$ cat config.mk
export PLATFORM = sky130hd
export DESIGN_NAME = mul_arbiter
export DESIGN_NICKNAME = d
export VERILOG_FILES = /design/src/rtl/mul_arbiter.sv
export SDC_FILE = /design/constraint.sdc
export NUM_CORES = 1
export LEC_CHECK = 0
export ABC_AREA = 1
export BUFFER_PORTS_ARGS = -buffer_cell sky130_fd_sc_hd__buf_4
export CORE_ASPECT_RATIO = 2
export CORE_MARGIN = 4
export CORE_UTILIZATION = 42
export CTS_CLUSTER_DIAMETER = 120
export DETAILED_ROUTE_END_ITERATION = 6
export HOLD_SLACK_MARGIN = 0.15
export PLACE_DENSITY = 0.69
export SYNTH_ARGS = -nofsm -noshare
export SYNTH_HDL_FRONTEND = slang
export SYNTH_SLANG_ARGS = --single-unit
$ cat constraint.sdc
create_clock -name clk -period 10.83 [get_ports clk]
set_input_delay 0 -clock clk [delete_from_list [all_inputs] [get_ports clk]]
set_output_delay 0 -clock clk [all_outputs]
set_load 0.02 [all_outputs]
$ cat src/rtl/mul_arbiter.sv
// rtl/mul_arbiter.sv - round-robin arbiter feeding one shared unsigned multiplier
// Carry-save array multiplier plus the arbiter/output-register top.

module wallace_mul #(
  parameter int DWI = 8,
  parameter int DWO = 2 * DWI
) (
  input  logic [DWI-1:0] a,
  input  logic [DWI-1:0] b,
  output logic [DWO-1:0] p
);

  logic [DWO-1:0] sum_v;
  logic [DWO-1:0] carry_v;
  logic [DWO-1:0] pp_v;
  logic [DWO-1:0] nsum_v;

  // Partial products are folded through 3:2 compressors; one carry-propagate add at the end.
  // Carries shifted past DWO are multiples of 2^DWO and cannot affect an in-range product.
  always_comb begin
    sum_v   = '0;
    carry_v = '0;
    pp_v    = '0;
    nsum_v  = '0;
    for (int i = 0; i < DWI; i++) begin
      pp_v    = b[i] ? (DWO'(a) << i) : '0;
      nsum_v  = sum_v ^ carry_v ^ pp_v;
      carry_v = ((sum_v & carry_v) | (sum_v & pp_v) | (carry_v & pp_v)) << 1;
      sum_v   = nsum_v;
    end
    p = sum_v + carry_v;
  end

endmodule

module mul_arbiter #(
  parameter int NREQ = 4,
  parameter int DWI  = 8,
  parameter int DWO  = 16
) (
  input  logic                     clk,
  input  logic                     rst_n,
  input  logic                     en,
  input  logic [NREQ-1:0]          req_valid,
  input  logic [NREQ*DWI-1:0]      req_op1,
  input  logic [NREQ*DWI-1:0]      req_op2,
  output logic [NREQ-1:0]          req_ready,
  output logic                     rsp_valid,
  output logic [$clog2(NREQ)-1:0]  rsp_id,
  output logic [DWO-1:0]           rsp_data,
  input  logic                     rsp_ready
);

  localparam int IDW = $clog2(NREQ);

  logic [IDW-1:0] rr_ptr_q, rr_ptr_d;
  logic           rsp_valid_q, rsp_valid_d;
  logic [IDW-1:0] rsp_id_q, rsp_id_d;
  logic [DWO-1:0] rsp_data_q, rsp_data_d;

  logic [IDW-1:0] win_idx;
  logic           win_found;
  logic           out_free;
  logic           xfer;
  logic [DWI-1:0] mul_a, mul_b;
  logic [DWO-1:0] mul_p;

  // Scan downward so the lowest offset from rr_ptr is the last (winning) assignment;
  // NREQ is a power of two, so the IDW-bit add wraps naturally.
  always_comb begin
    win_found = 1'b0;
    win_idx   = '0;
    for (int k = NREQ - 1; k >= 0; k--) begin
      if (req_valid[rr_ptr_q + IDW'(k)]) begin
        win_found = 1'b1;
        win_idx   = rr_ptr_q + IDW'(k);
      end
    end
  end

  assign out_free  = !rsp_valid_q || rsp_ready;
  assign xfer      = rst_n && en && out_free && win_found;
  assign req_ready = xfer ? ({{(NREQ-1){1'b0}}, 1'b1} << win_idx) : '0;

  assign mul_a = req_op1[win_idx*DWI +: DWI];
  assign mul_b = req_op2[win_idx*DWI +: DWI];

  wallace_mul #(.DWI(DWI), .DWO(DWO)) u_mul (
    .a (mul_a),
    .b (mul_b),
    .p (mul_p)
  );

  always_comb begin
    rr_ptr_d    = rr_ptr_q;
    rsp_valid_d = rsp_valid_q;
    rsp_id_d    = rsp_id_q;
    rsp_data_d  = rsp_data_q;
    if (xfer) begin
      rr_ptr_d    = win_idx + IDW'(1);
      rsp_valid_d = 1'b1;
      rsp_id_d    = win_idx;
      rsp_data_d  = mul_p;
    end else if (rsp_ready) begin
      rsp_valid_d = 1'b0;
    end
  end

  always_ff @(posedge clk or negedge rst_n) begin
    if (!rst_n) begin
      rr_ptr_q    <= '0;
      rsp_valid_q <= 1'b0;
      rsp_id_q    <= '0;
      rsp_data_q  <= '0;
    end else begin
      rr_ptr_q    <= rr_ptr_d;
      rsp_valid_q <= rsp_valid_d;
      rsp_id_q    <= rsp_id_d;
      rsp_data_q  <= rsp_data_d;
    end
  end

  assign rsp_valid = rsp_valid_q;
  assign rsp_id    = rsp_id_q;
  assign rsp_data  = rsp_data_q;

endmodule

# Word level (Yosys, flattened, before mapping)
# Index checks and enable logic that the tools add are counted.
# word_totals
inputBits,72
latch_bits,0
rom_bits,0
ff_bits,21
wordCells,93
mem_count,0
ram_bits,0
# op_classes
muxes,27
n_eq_ne,0
addsub,5
n_bitwise,44
n_lt_le_gt_ge,4
n_div,0
multipliers,0
shift,3
reduce_logical,6
# ops
operator,n
15-bit AND,14
15-bit OR,12
16-bit XOR,6
32-bit by 6-bit variable part select with 8-bit output,2
15-bit by 13-bit AND with 15-bit output,2
15-bit by 14-bit AND with 15-bit output,2
16-bit adder,1
16-bit by 10-bit XOR with 16-bit output,1
16-bit by 11-bit XOR with 16-bit output,1
16-bit by 12-bit XOR with 16-bit output,1
16-bit by 13-bit XOR with 16-bit output,1
16-bit by 14-bit XOR with 16-bit output,1
16-bit by 15-bit XOR with 16-bit output,1
15-bit two-way mux,1
14-bit two-way mux,1
13-bit two-way mux,1
2-bit by 3-bit less-than comparator with 1-bit output (second input constant),4
12-bit two-way mux,1
11-bit two-way mux,1
1-bit two-way mux,10
10-bit two-way mux,1
8-bit by 9-bit AND with 9-bit output,1
9-bit two-way mux,1
8-bit by 9-bit XOR with 9-bit output,1
11 further kinds,21

# Longest topological paths before layout
# Gate-level depths: netlist of the first run.
# depth
depth_word,29
ltp_mapped,34
mapped_depth_nobuf,32

# By module
# Synthesis of the first run repeated with hierarchy kept, for this count alone.
# unflattened
hier_cells,552
area_unflattened_um2,3585.9
# by_module_without_submodules
mod,cells_per_inst,area_per_inst_um2,seq_area_each_um2,instances
mul_arbiter,321,1860.5,525.5,1
wallace_mul,231,1725.4,0.0,1

# Least setup slack after synthesis of the first run
# Ideal clock, no wire load.
# synth_path
kind,register to register
startpoint,register rr_ptr_q[0]
endpoint,register rsp_data_q[14] (netlist: rsp_data[14])
stages_incl_launch_ff,34
slack_ns,4.627
arrival_time_ns,6.120
t_required_ns,10.747
cell_sequence,dfrtp_1 -> buf_6 -> inv_4 -> nand2_2 -> nand2_1 -> nand2_2 -> nand3_2 -> nand3_2 -> nand2_4 -> buf_6 -> buf_6 -> nand2_1 -> nand3_1 -> nand2_1 -> inv_2 -> nor2_1 -> ha_1 -> inv_1 -> fa_1 -> fa_1 -> fa_1 -> fa_1 -> fa_1 -> fa_1 -> inv_1 -> ha_1 -> inv_1 -> fa_1 -> o21ai_0 -> a21oi_1 -> nor2_1 -> nor2_1 -> xor2_1 -> o21ai_0
# synth_via
elab_chain_cells,29
elab_cells_between_ends,75
# synth_lines
element,line,rtl
"start, declared",56,"logic [IDW-1:0] rr_ptr_q, rr_ptr_d;"
"start signal, assigned",116,rr_ptr_q <= rr_ptr_d;
2-bit adder,"74, 76",
1-bit binary-select mux with 2-bit select,74,if (req_valid[rr_ptr_q + IDW'(k)]) begin
1-bit two-way mux (implied by the code),74,
2-bit two-way mux (3 in series),74,
2-bit two-way mux (*),74,
via win_idx[0],61,logic [IDW-1:0] win_idx;
"32-bit by 6-bit variable part select with 8-bit output, on equally long branches","85, 86",
8-bit two-way mux / 9-bit two-way mux (equally long branches),26,pp_v = b[i] ? (DWO'(a) << i) : '0;
[8 not listed],--,
15-bit OR (2 in series),28,carry_v = ((sum_v & carry_v) | (sum_v & pp_v) | (carry_v & pp_v)) << 1;
15-bit AND,28,
15-bit OR (2 in series),28,
15-bit AND,28,
15-bit OR (2 in series),28,
15-bit AND,28,
15-bit OR (2 in series),28,
16-bit adder (*),31,p = sum_v + carry_v;
"end signal, assigned",119,rsp_data_q <= rsp_data_d;
"end, declared",59,"logic [DWO-1:0] rsp_data_q, rsp_data_d;"
# The timed path passes the listed nets; every way through them passes the cells marked *. The select of a mux whose other input is x is not followed.
# A chain may end at the register's enable or synchronous reset.

# Worst setup path in the final report of the first run
# layout_path
startpoint,register rr_ptr_q[0]
endpoint,register rsp_data_q[14] (netlist: rsp_data[14])
# layout_via
elab_chain_cells,29
elab_cells_between_ends,75
# layout_lines
element,line
2-bit adder,"74, 76"
1-bit binary-select mux with 2-bit select,74
1-bit two-way mux (implied by the code),74
2-bit two-way mux (4 in series),74
"32-bit by 6-bit variable part select with 8-bit output, on equally long branches","85, 86"
8-bit two-way mux / 9-bit two-way mux (equally long branches),26
8-bit by 9-bit XOR with 9-bit output / 8-bit by 9-bit AND with 9-bit output (equally long branches),"27, 28"
15-bit AND,28
[6 not listed],--
15-bit OR (2 in series),28
15-bit AND,28
15-bit OR (2 in series),28
15-bit AND,28
15-bit OR (2 in series),28
15-bit AND,28
15-bit OR (2 in series),28
16-bit adder,31
# Parallel ways exist; a longest one is shown, timed or not. The select of a mux whose other input is x is not followed.

==> key figures, run 1 <==
Placement
  • Area after detailed placement: 0.00420 mm^2
  • Input/output buffers: 94
  • Placement Setup Slack: 3360 ps
  • Number of placed instances with taps included: 648
  • Final HPWL from detailed placement: 7470 um
  • Global placement routability congestion: 0.863

Drt
  • Routed vias/inst: 5.04
  • Number of nets with antenna violations after detailed routing: 0
  • First-iteration detailed-routing DRC count: between 80 and 90
  • WL/cell: 13.3 um
  • Total number of vias: 3,295
  • Detailed Routing Iterations Pass 1: 4
  • Remaining DRCs: 0
  • Total wire length after detailed routing: roughly 8700 um

Synth
  • Synthesized flop and latch total: 21
  • Top cell type's share of synthesized area: 0.246
  • Average footprint of a synthesized cell: roughly 7.4 um^2
  • Async S/R FF share, synth: 1.00
  • Dominant cells by area after synthesis: fa_1 25%, dfrtp_1 15%, nand2_1 14%
  • Count of distinct cell types in the synthesized netlist: 32
  • Synthesized instance count: 474
  • Number of enable flip-flop cells after synthesis: 0
  • Synth Flop Type: dfrtp_1
  • Fraction of the yosys area taken by sequential cells: 0.150
  • Most instantiated library cell after synthesis: nand2_1
  • Post-synth net total: 607
  • Syn Std Cell Area: 0.00350 mm^2
  • Syn. warnings: 0
  • Leading cell types by count after synthesis: 129 x nand2_1, 71 x nor2_1, 52 x inv_1
  • Library cell with the largest summed area after synthesis: fa_1

Clock tree
  • Number of buffers inserted to repair setup after CTS: 0
  • CTS Buffer Depth: 2
  • H-tree Lvls: 1
  • Clock sinks: 21
  • Worst skew pair latency: 250 ps
  • Clk root buf: clkbuf_16
  • Clock slew at reported path FFs: roughly 50 ps
  • CTS tree: yes
  • TritonCTS buffer count: 3

Timing
  • Setup violators final: 0
  • Slew of the pin with the lowest slew margin: 1050 ps
  • Number of hold violations in the final report: 0
  • Setup repair after global routing missed its margin: no
  • Shortest clock period the worst path allows after layout: between 7000 and 8000 ps
  • Total Negative Setup Slacks: 0 ps
  • Final Slew Violations: 0
  • F_max: 133 MHz
  • Ratio of final minimum period to clock period: 0.694
  • Min setup slack post-route: 3320 ps
  • Post-route clock skew: 1.22 ps
  • Max-slew headroom at the worst pin: 0.300

Global route
  • Pin count of the biggest net entering global routing: 54
  • Vias in the first global route: approximately 3,400
  • Global-route wire length before repair: 14,800 um
  • Total routing resource utilization after global routing: 0.186
  • Antenna violations before repair: 0
  • Overflow after GRT: 0

Floorplanning
  • Die Y: 137 um
  • Die span in x: 72.6 um
  • Core area: 0.00806 mm^2
  • Area of the die: 0.00996 mm^2
  • Cell row count: 46
  • Initial Util: 0.435
  • Number of ports placed on the die boundary: 95

Final layout
  • Nets: 692
  • Share of layout cells above drive strength 1: 0.251
  • Area growth from synthesis to layout: 22.9%
  • Area of all placed cells without fillers: 0.00430 mm^2
  • Number of inserted diodes: 0
  • Post-Layout Cell Count: 654

Hold path
  • Worst min path class: input port to async pin

Critical path
  • Critical register-to-register path endpoint: rsp_data[14]
  • Kind of end point of the critical path: flip-flop
  • Startpoint of the most critical register-to-register path: rr_ptr_q[0]
  • Largest incremental delay on the critical path: 690 ps
  • Critical path's slowest cell: inv_2
  • Max FO, Critical Path: 53
  • Nature of the critical path startpoint: flip-flop
  • R2R Setup Slk: 3320 ps
  • Arrival time at the worst endpoint: 7690 ps
  • Crit path top cell by count: fa_1
  • Crit path max-delay family: adder cells
  • FF-to-FF path depth: 31
  • Worst setup path class: flip-flop to flip-flop
  • Critical path buffer and inverter count: 4
  • Critical Path RT: approximately 11,000 ps

Status
  • Run status: finished clean

Run
  • Count of max-cap constraint violations: 0
==> worst max path at each step <==
| stage | startpoint | endpoint | slack [ps] | cells after the start |
|---|---|---|---|---|
| final | rr_ptr_q[0] | rsp_data[14] | 3320 | 31 |
| after global routing | rr_ptr_q[0] | rsp_data[14] | 2850 | 31 |
| after CTS | rr_ptr_q[0] | rsp_data[14] | 3330 | 31 |
| after detailed placement | rr_ptr_q[0] | rsp_data[14] | 3360 | 31 |
| after global placement | rr_ptr_q[0] | rsp_data[14] | 3590 | 31 |
| after floorplan | rr_ptr_q[0] | rsp_data[14] | 4630 | 33 |
==> timing repair <==
action / CTS / global route
gates resized for setup: 0 / 0
endpoints found under the hold margin: 22 / 0
hold buffers: 2 / 0
==> logic make-up (layout without fill, tap and decap cells) <==
logic type | after synthesis | in the layout | share of synthesized area
compound gates | 78 | 78 | 0.148
xor+xnor | 5 | 5 | 0.0125
fa+ha+maj | 61 | 61 | 0.310
buf+inv | 76 | 160 | 0.102
flops | 21 | 21 | 0.150
simple gates | 233 | 233 | 0.278
==> registers in the layout, indices dropped and copies added, names as in the netlist <==
| register | cells |
|---|---|
| rsp_valid | 1 |
| rr_ptr_q | 2 |
| rsp_data | 16 |
| rsp_id | 2 |
==> final cells by class <==
type / instances / area [um^2]
clock inverters: 1 / 5.00
clock buffers: 3 / 75.1
inverters: 59 / 224
flip-flops and latches: 21 / 526
fillers: 820 / 3750
repair buffers: 97 / 733
multi-input cells: 377 / 2620
well taps: 96 / 120
==> cell usage in the layout (no fill, tap or decap), drive strengths merged <==
| cell type | count |
|---|---|
| nand4 | 1 |
| dfrtp | 21 |
| buf | 95 |
| ha | 18 |
| o21a | 1 |
| inv | 59 |
| clkinv | 1 |
| o211ai | 9 |
| o211a | 1 |
| a21boi | 1 |
| xnor2 | 2 |
| nand2 | 141 |
| o21ai | 60 |
| nand3 | 16 |
| nor2 | 73 |
| a21oi | 5 |
| xor2 | 3 |
| clkbuf | 3 |
| nand3b | 2 |
| dlygate4sd3 | 2 |
| a21o | 1 |
| fa | 43 |
==> metal layers <==
metal | track usage | up-vias | wire length [um]
li1 | - | 1648 | -
met1 | 0.184 | 1542 | 3120
met2 | 0.369 | 83 | 4930
met3 | 0.0132 | 22 | 323
met4 | 0.0945 | 0 | 357
met5 | 0 | - | 0
==> per-stage QoR <==
stage                util  hold WS (ps)
floorplan               -          -296
global placement    0.522          -108
detailed placement  0.522          -104
CTS                 0.534           163
global route        0.534           193
finish              0.534           165
Power of run 1 is left out: the tool's default activity adds up to more than one toggle a clock period on the data nets, which glitch-free logic cannot reach.
==> inputs of run 2 (changes only) <==
--- a/config.mk
+++ b/config.mk
@@ -13,7 +13,7 @@
 export CTS_CLUSTER_DIAMETER = 120
 export DETAILED_ROUTE_END_ITERATION = 6
 export HOLD_SLACK_MARGIN = 0.15
-export PLACE_DENSITY = 0.69
+export PLACE_DENSITY = 0.72
 export SYNTH_ARGS = -nofsm -noshare
 export SYNTH_HDL_FRONTEND = slang
 export SYNTH_SLANG_ARGS = --single-unit
==> constraint.sdc (replaced) <==
create_clock -name clk -period 6.4 [get_ports clk]
set_input_delay 0 -clock clk [delete_from_list [all_inputs] [get_ports clk]]
set_output_delay 0 -clock clk [all_outputs]
set_load 0.02 [all_outputs]
==> key figures, run 2 (synthesis gave the netlist of run 1 again) <==
Status
  • Run status: complete, but fails checks
  • Failing checks: setup timing

Clock tree
  • CTS Buffer Depth: 2 (unchanged)
  • Clk root buf: clkbuf_16
  • Worst skew pair latency: 250 ps (about the same)
  • CTS tree: yes
  • H-tree Lvls: 1 (unchanged)
  • TritonCTS buffer count: 3 (unchanged)
  • Clock slew at reported path FFs: 50 ps (about the same)
  • Clock sinks: 21 (unchanged)

Final layout
  • Most frequent cells in the layout: 132 x buf_4, 115 x nand2_1, 68 x nor2_1
  • Area occupied by multi-input gates: 0.00281 mm^2 (+7.3%)
  • Share of layout cells above drive strength 1: 0.369 (+0.118)
  • Number of inserted diodes: 0 (unchanged)
  • Nets: 738 (+6.6%)
  • Area of all sequential standard cells: 528 um^2 (+0.48%)
  • Leading cell type in the layout, fill and taps excluded: buf_4
  • Area growth from synthesis to layout: 41.6%
  • Number of flip-flops under the largest register name: 16 (unchanged)
  • Area of all placed cells without fillers: 0.00496 mm^2 (+15%)
  • Number of fill cells in the layout: 724 (-12%)

Timing
  • Max-slew headroom at the worst pin: 0.749 (+0.449)
  • Final Slew Violations: 0 (unchanged)
  • Number of hold violations in the final report: 0 (unchanged)
  • Ratio of final minimum period to clock period: 1.00 (+0.308)
  • Shortest clock period the worst path allows after layout: 6410 ps (-1100 ps)
  • Setup repair after global routing missed its margin: yes
  • Setup violators final: 1 (+1)
  • Slew of the pin with the lowest slew margin: 376 ps (-671 ps)
  • Min setup slack post-route: -8.71 ps (-3330 ps)
  • Post-route clock skew: 1.64 ps (+0.428 ps)
  • F_max: 156 MHz (+17%)

Critical path
  • Kind of end point of the critical path: flip-flop
  • Arrival time at the worst endpoint: 6580 ps (-1110 ps)
  • Crit path max-delay family: adder cells
  • FF-to-FF path depth: 30 (-3.2%)
  • Nature of the critical path startpoint: flip-flop
  • Max FO, Critical Path: 8 (-85%)
  • Worst setup path class: flip-flop to flip-flop
  • Critical path's slowest cell: fa_1
  • Startpoint of the most critical register-to-register path: rr_ptr_q[0]
  • Critical register-to-register path endpoint: rsp_data[14]
  • Largest incremental delay on the critical path: 570 ps (-120 ps)
  • R2R Setup Slk: -9 ps (-3330 ps)
  • Critical path buffer and inverter count: 6 (+2)
  • Critical Path RT: 6570 ps (-4440 ps)

Placement
  • Global placement routability congestion: 0.845 (-2.1%)
  • Input/output buffers: 94 (unchanged)
  • Final HPWL from detailed placement: 8120 um (+8.7%)
  • Area after detailed placement: 0.00445 mm^2 (+5.8%)

Floorplanning
  • Initial Util: 0.435 (unchanged)
  • Die Y: 137 um (unchanged)
  • Number of ports placed on the die boundary: 95 (unchanged)
  • Cell row count: 46 (unchanged)
  • Die span in x: 72.6 um (unchanged)
  • Area of the die: 0.00996 mm^2 (unchanged)
  • Core area: 0.00806 mm^2 (unchanged)

Drt
  • Number of nets with antenna violations after detailed routing: 0 (unchanged)
  • Remaining DRCs: 0 (unchanged)
  • Detailed Routing Iterations Pass 1: 5 (+1)
  • Total number of vias: 3,622 (+9.9%)
  • Routed vias/inst: 5.17 (+2.7%)
  • First-iteration detailed-routing DRC count: 136 (+55%)
  • WL/cell: 15.0 um (+12%)
  • Total wire length after detailed routing: 10,500 um (+20%)

Global route
  • Total routing resource utilization after global routing: 0.203 (+0.0168)
  • Pin count of the biggest net entering global routing: 37 (-31%)
  • Antenna violations before repair: 0 (unchanged)
  • Global-route wire length before repair: 16,100 um (+8.6%)
  • Vias in the first global route: 3,751 (+10%)
  • Overflow after GRT: 0 (unchanged)

Hold path
  • Worst min path class: input port to async pin

Run
  • Count of max-cap constraint violations: 0 (unchanged)
==> run 2: cell types whose count changed in the layout (fill, tap and decap cells not counted), sizes merged <==
| cell | change |
|---|---|
| clkbuf | +3 |
| buf | +43 |
| inv | -1 |
| bufbuf | +1 |
==> run 2: how the worst max path moves through the flow <==
stage | from | to | slack [ps] | depth (start not counted)
floorplan | rr_ptr_q[0] | rsp_data[14] | 200 | 33
global placement | rr_ptr_q[0] | rsp_data[14] | 20 | 31
detailed placement | rr_ptr_q[0] | rsp_data[14] | -240 | 31
CTS | rr_ptr_q[0] | rsp_data[14] | 10 | 33
global route | rr_ptr_q[0] | rsp_data[14] | -330 | 30
finish | rr_ptr_q[0] | rsp_data[14] | -9 | 30
==> run 2: worst register-to-register path, delay by kind of cell (launching register included) <==
family / cells / cell delay (ps)
XOR/XNOR: 1 / 150
flip-flops: 1 / 480
buffers and inverters: 6 / 690
adder cells (fa/ha/maj): 9 / 3520
AND/OR/NAND/NOR: 8 / 710
AO/OA/AOI/OAI: 6 / 780
==> run 2: area by class of cell <==
type | count | area share
tap | 96 | 0.0242
multi-input combinational | 377 | 0.567
timing repair buffer | 143 | 0.238
clock buffer | 4 | 0.0159
inverter | 59 | 0.0482
sequential | 21 | 0.106
==> run 2: metrics by stage <==
step	util	hold WS (ps)	instances	setup TNS (ps)	worst slack, ps
6_report	0.616	171	700	-8.71	-8.71
5_1_grt	0.616	197	700	-1240	-331
4_1_cts	0.571	166	685	0	12.6
3_5_place_dp	0.552	-106	677	-325	-237
3_3_place_gp	0.552	-107	677	0	18.5
2_1_floorplan	-	-296	474	0	197
==> run 2: layer usage <==
metal | vias to the layer above | GRT usage | share of wire
li1 | 1742 | - | -
met1 | 1723 | 0.196 | 0.33
met2 | 118 | 0.411 | 0.59
met3 | 39 | 0.0118 | 0.035
met4 | 0 | 0.0975 | 0.047
met5 | - | 0 | 0
==> run 2: what timing repair did <==
item	4_1_cts	5_1_grt
endpoints found under the setup margin	3	5
gates cloned	1	2
pin swaps	1	23
endpoints found under the hold margin	22	0
setup buffers	1	13
hold buffers	2	0
gates resized for setup	7	63
Power of run 2 is left out for the same reason.
==> inputs of run 3 (changes only) <==
--- a/config.mk
+++ b/config.mk
@@ -14,6 +14,7 @@
 export DETAILED_ROUTE_END_ITERATION = 6
 export HOLD_SLACK_MARGIN = 0.15
 export PLACE_DENSITY = 0.72
+export SETUP_SLACK_MARGIN = 0.4
 export SYNTH_ARGS = -nofsm -noshare
 export SYNTH_HDL_FRONTEND = slang
 export SYNTH_SLANG_ARGS = --single-unit
==> key figures, run 3 (synthesis gave the netlist of run 1 again) <==
Critical path
  • Startpoint of the most critical register-to-register path: rr_ptr_q[0]
  • Max FO, Critical Path: 8 (unchanged)
  • Arrival time at the worst endpoint: 6600 ps (+20 ps)
  • Critical Path RT: 6530 ps (-40 ps)
  • Critical path's slowest cell: fa_1
  • Crit path top cell by count: fa_1
  • R2R Setup Slk: -70 ps (-60 ps)
  • Nature of the critical path startpoint: flip-flop
  • Largest incremental delay on the critical path: 540 ps (-30 ps)
  • Critical register-to-register path endpoint: rsp_data[14]
  • Worst setup path class: flip-flop to flip-flop
  • Kind of end point of the critical path: flip-flop
  • FF-to-FF path depth: 32 (+6.7%)

Timing
  • Number of hold violations in the final report: 0 (unchanged)
  • Shortest clock period the worst path allows after layout: 6470 ps (+60.9 ps)
  • Min setup slack post-route: -69.6 ps (-60.9 ps)
  • F_max: 155 MHz (-0.94%)
  • Max-slew headroom at the worst pin: 0.747 (-0.00184)
  • Total Negative Setup Slacks: -81.8 ps (-73.1 ps)
  • Ratio of final minimum period to clock period: 1.01 (+0.00952)
  • Setup repair after global routing missed its margin: yes
  • Post-route clock skew: 1.94 ps (+0.293 ps)
  • Final Slew Violations: 0 (unchanged)
  • Slew of the pin with the lowest slew margin: 379 ps (+2.76 ps)
  • Setup violators final: 2 (+1)

Global route
  • Pin count of the biggest net entering global routing: 37 (unchanged)
  • Vias in the first global route: 3,675 (-2.0%)
  • Global-route wire length before repair: 15,800 um (-1.8%)
  • Total routing resource utilization after global routing: 0.199 (-0.00442)
  • Antenna violations before repair: 0 (unchanged)
  • Overflow after GRT: 0 (unchanged)

Final layout
  • Number of flip-flops under the largest register name: 16 (unchanged)
  • Number of fill cells in the layout: 697 (-3.7%)
  • Most frequent cells in the layout: 121 x buf_4, 112 x nand2_1, 67 x nor2_1
  • Area growth from synthesis to layout: 44.3%
  • Nets: 729 (-1.2%)
  • Share of layout cells above drive strength 1: 0.402 (+0.0325)
  • Final cell utilization of the core: 0.627 (+0.0116)
  • Area occupied by multi-input gates: 0.00292 mm^2 (+3.7%)
  • Leading cell type in the layout, fill and taps excluded: buf_4
  • Number of inserted diodes: 0 (unchanged)
  • Area of all sequential standard cells: 527 um^2 (-0.24%)

Floorplanning
  • Area of the die: 0.00996 mm^2 (unchanged)
  • Core area: 0.00806 mm^2 (unchanged)
  • Initial Util: 0.435 (unchanged)
  • Cell row count: 46 (unchanged)
  • Die Y: 137 um (unchanged)
  • Die span in x: 72.6 um (unchanged)
  • Number of ports placed on the die boundary: 95 (unchanged)

Drt
  • First-iteration detailed-routing DRC count: 143 (+5.1%)
  • WL/cell: 15.1 um (+0.78%)
  • Total wire length after detailed routing: 10,400 um (-0.52%)
  • Total number of vias: 3,544 (-2.2%)
  • Detailed Routing Iterations Pass 1: 4 (-1)
  • Remaining DRCs: 0 (unchanged)
  • Routed vias/inst: 5.13 (-0.88%)
  • Number of nets with antenna violations after detailed routing: 0 (unchanged)

Clock tree
  • Clock slew at reported path FFs: 60 ps (about the same)
  • Clock sinks: 21 (unchanged)
  • Worst skew pair latency: 250 ps (about the same)
  • TritonCTS buffer count: 3 (unchanged)
  • CTS tree: yes
  • Clk root buf: clkbuf_16
  • H-tree Lvls: 1 (unchanged)
  • CTS Buffer Depth: 2 (unchanged)

Status
  • Failing checks: setup timing
  • Run status: complete, but fails checks

Run
  • Count of max-cap constraint violations: 0 (unchanged)

Placement
  • Final HPWL from detailed placement: 7750 um (-4.5%)
  • Global placement routability congestion: 0.831 (-1.7%)
  • Input/output buffers: 94 (unchanged)

Hold path
  • Worst min path class: input port to async pin
[run 3: cell count changes in the layout (fill, tap and decap cells not counted), moves of 4 or more]
cell | previous run | this run
buf_4 | 132 | 121
fa_1 | 36 | 23
fa_2 | 7 | 20
inv_2 | 2 | 8
nand2_2 | 15 | 19
[run 3: timing repair]
action / in CTS / in global routing
setup endpoints to repair: 7 / 7
hold buffers: 2 / 0
pin swaps: 6 / 43
gates resized for setup: 21 / 71
endpoints found under the hold margin: 22 / 0
gates cloned: 3 / 2
setup buffers: 11 / 12
[run 3: worst max-delay path by stage]
stage | cells after the start | endpoint | slack (ps) | from
final | 32 | rsp_data[14] | -70 | rr_ptr_q[0]
after floorplan | 33 | rsp_data[14] | 400 | rr_ptr_q[0]
after global routing | 33 | rsp_data[14] | -270 | rr_ptr_q[0]
after CTS | 32 | rsp_data[14] | 110 | rr_ptr_q[0]
after global placement | 32 | rsp_data[14] | 40 | rr_ptr_q[0]
after detailed placement | 31 | rsp_data[14] | -110 | rr_ptr_q[0]
[run 3: per-stage QoR]
stage / instances / cell area [um^2] / hold slack, ps / worst slack (ps)
CTS: 677 / 4660 / 172 / 111
detailed placement: 657 / 4320 / -102 / -110
global placement: 657 / 4320 / -107 / 43.1
floorplan: 474 / 3520 / -296 / 401
global route: 691 / 5050 / 204 / -268
finish: 691 / 5050 / 169 / -69.6
[run 3: layout make-up]
type	instances	share of cell area
Multi-Input combinational cell	377	0.577
Timing Repair Buffer	134	0.232
Sequential cell	21	0.104
Inverter	59	0.0473
Tap cell	96	0.0238
Clock buffer	4	0.0156
[run 3: worst max-delay path: cells and delay by family, from the launching register on]
family                   cells  cell delay (ps)
AO/OA/AOI/OAI                4              450
adder cells (fa/ha/maj)      9             3610
AND/OR/NAND/NOR             11             1010
XOR/XNOR                     1              150
flip-flops                   1              470
buffers and inverters        7              640
[run 3: routing by layer]
metal	share of wire	GRT usage
met5	0	0
met4	0.036	0.107
met3	0.037	0.0221
met2	0.60	0.391
met1	0.33	0.190
Power of run 3 is left out for the same reason.
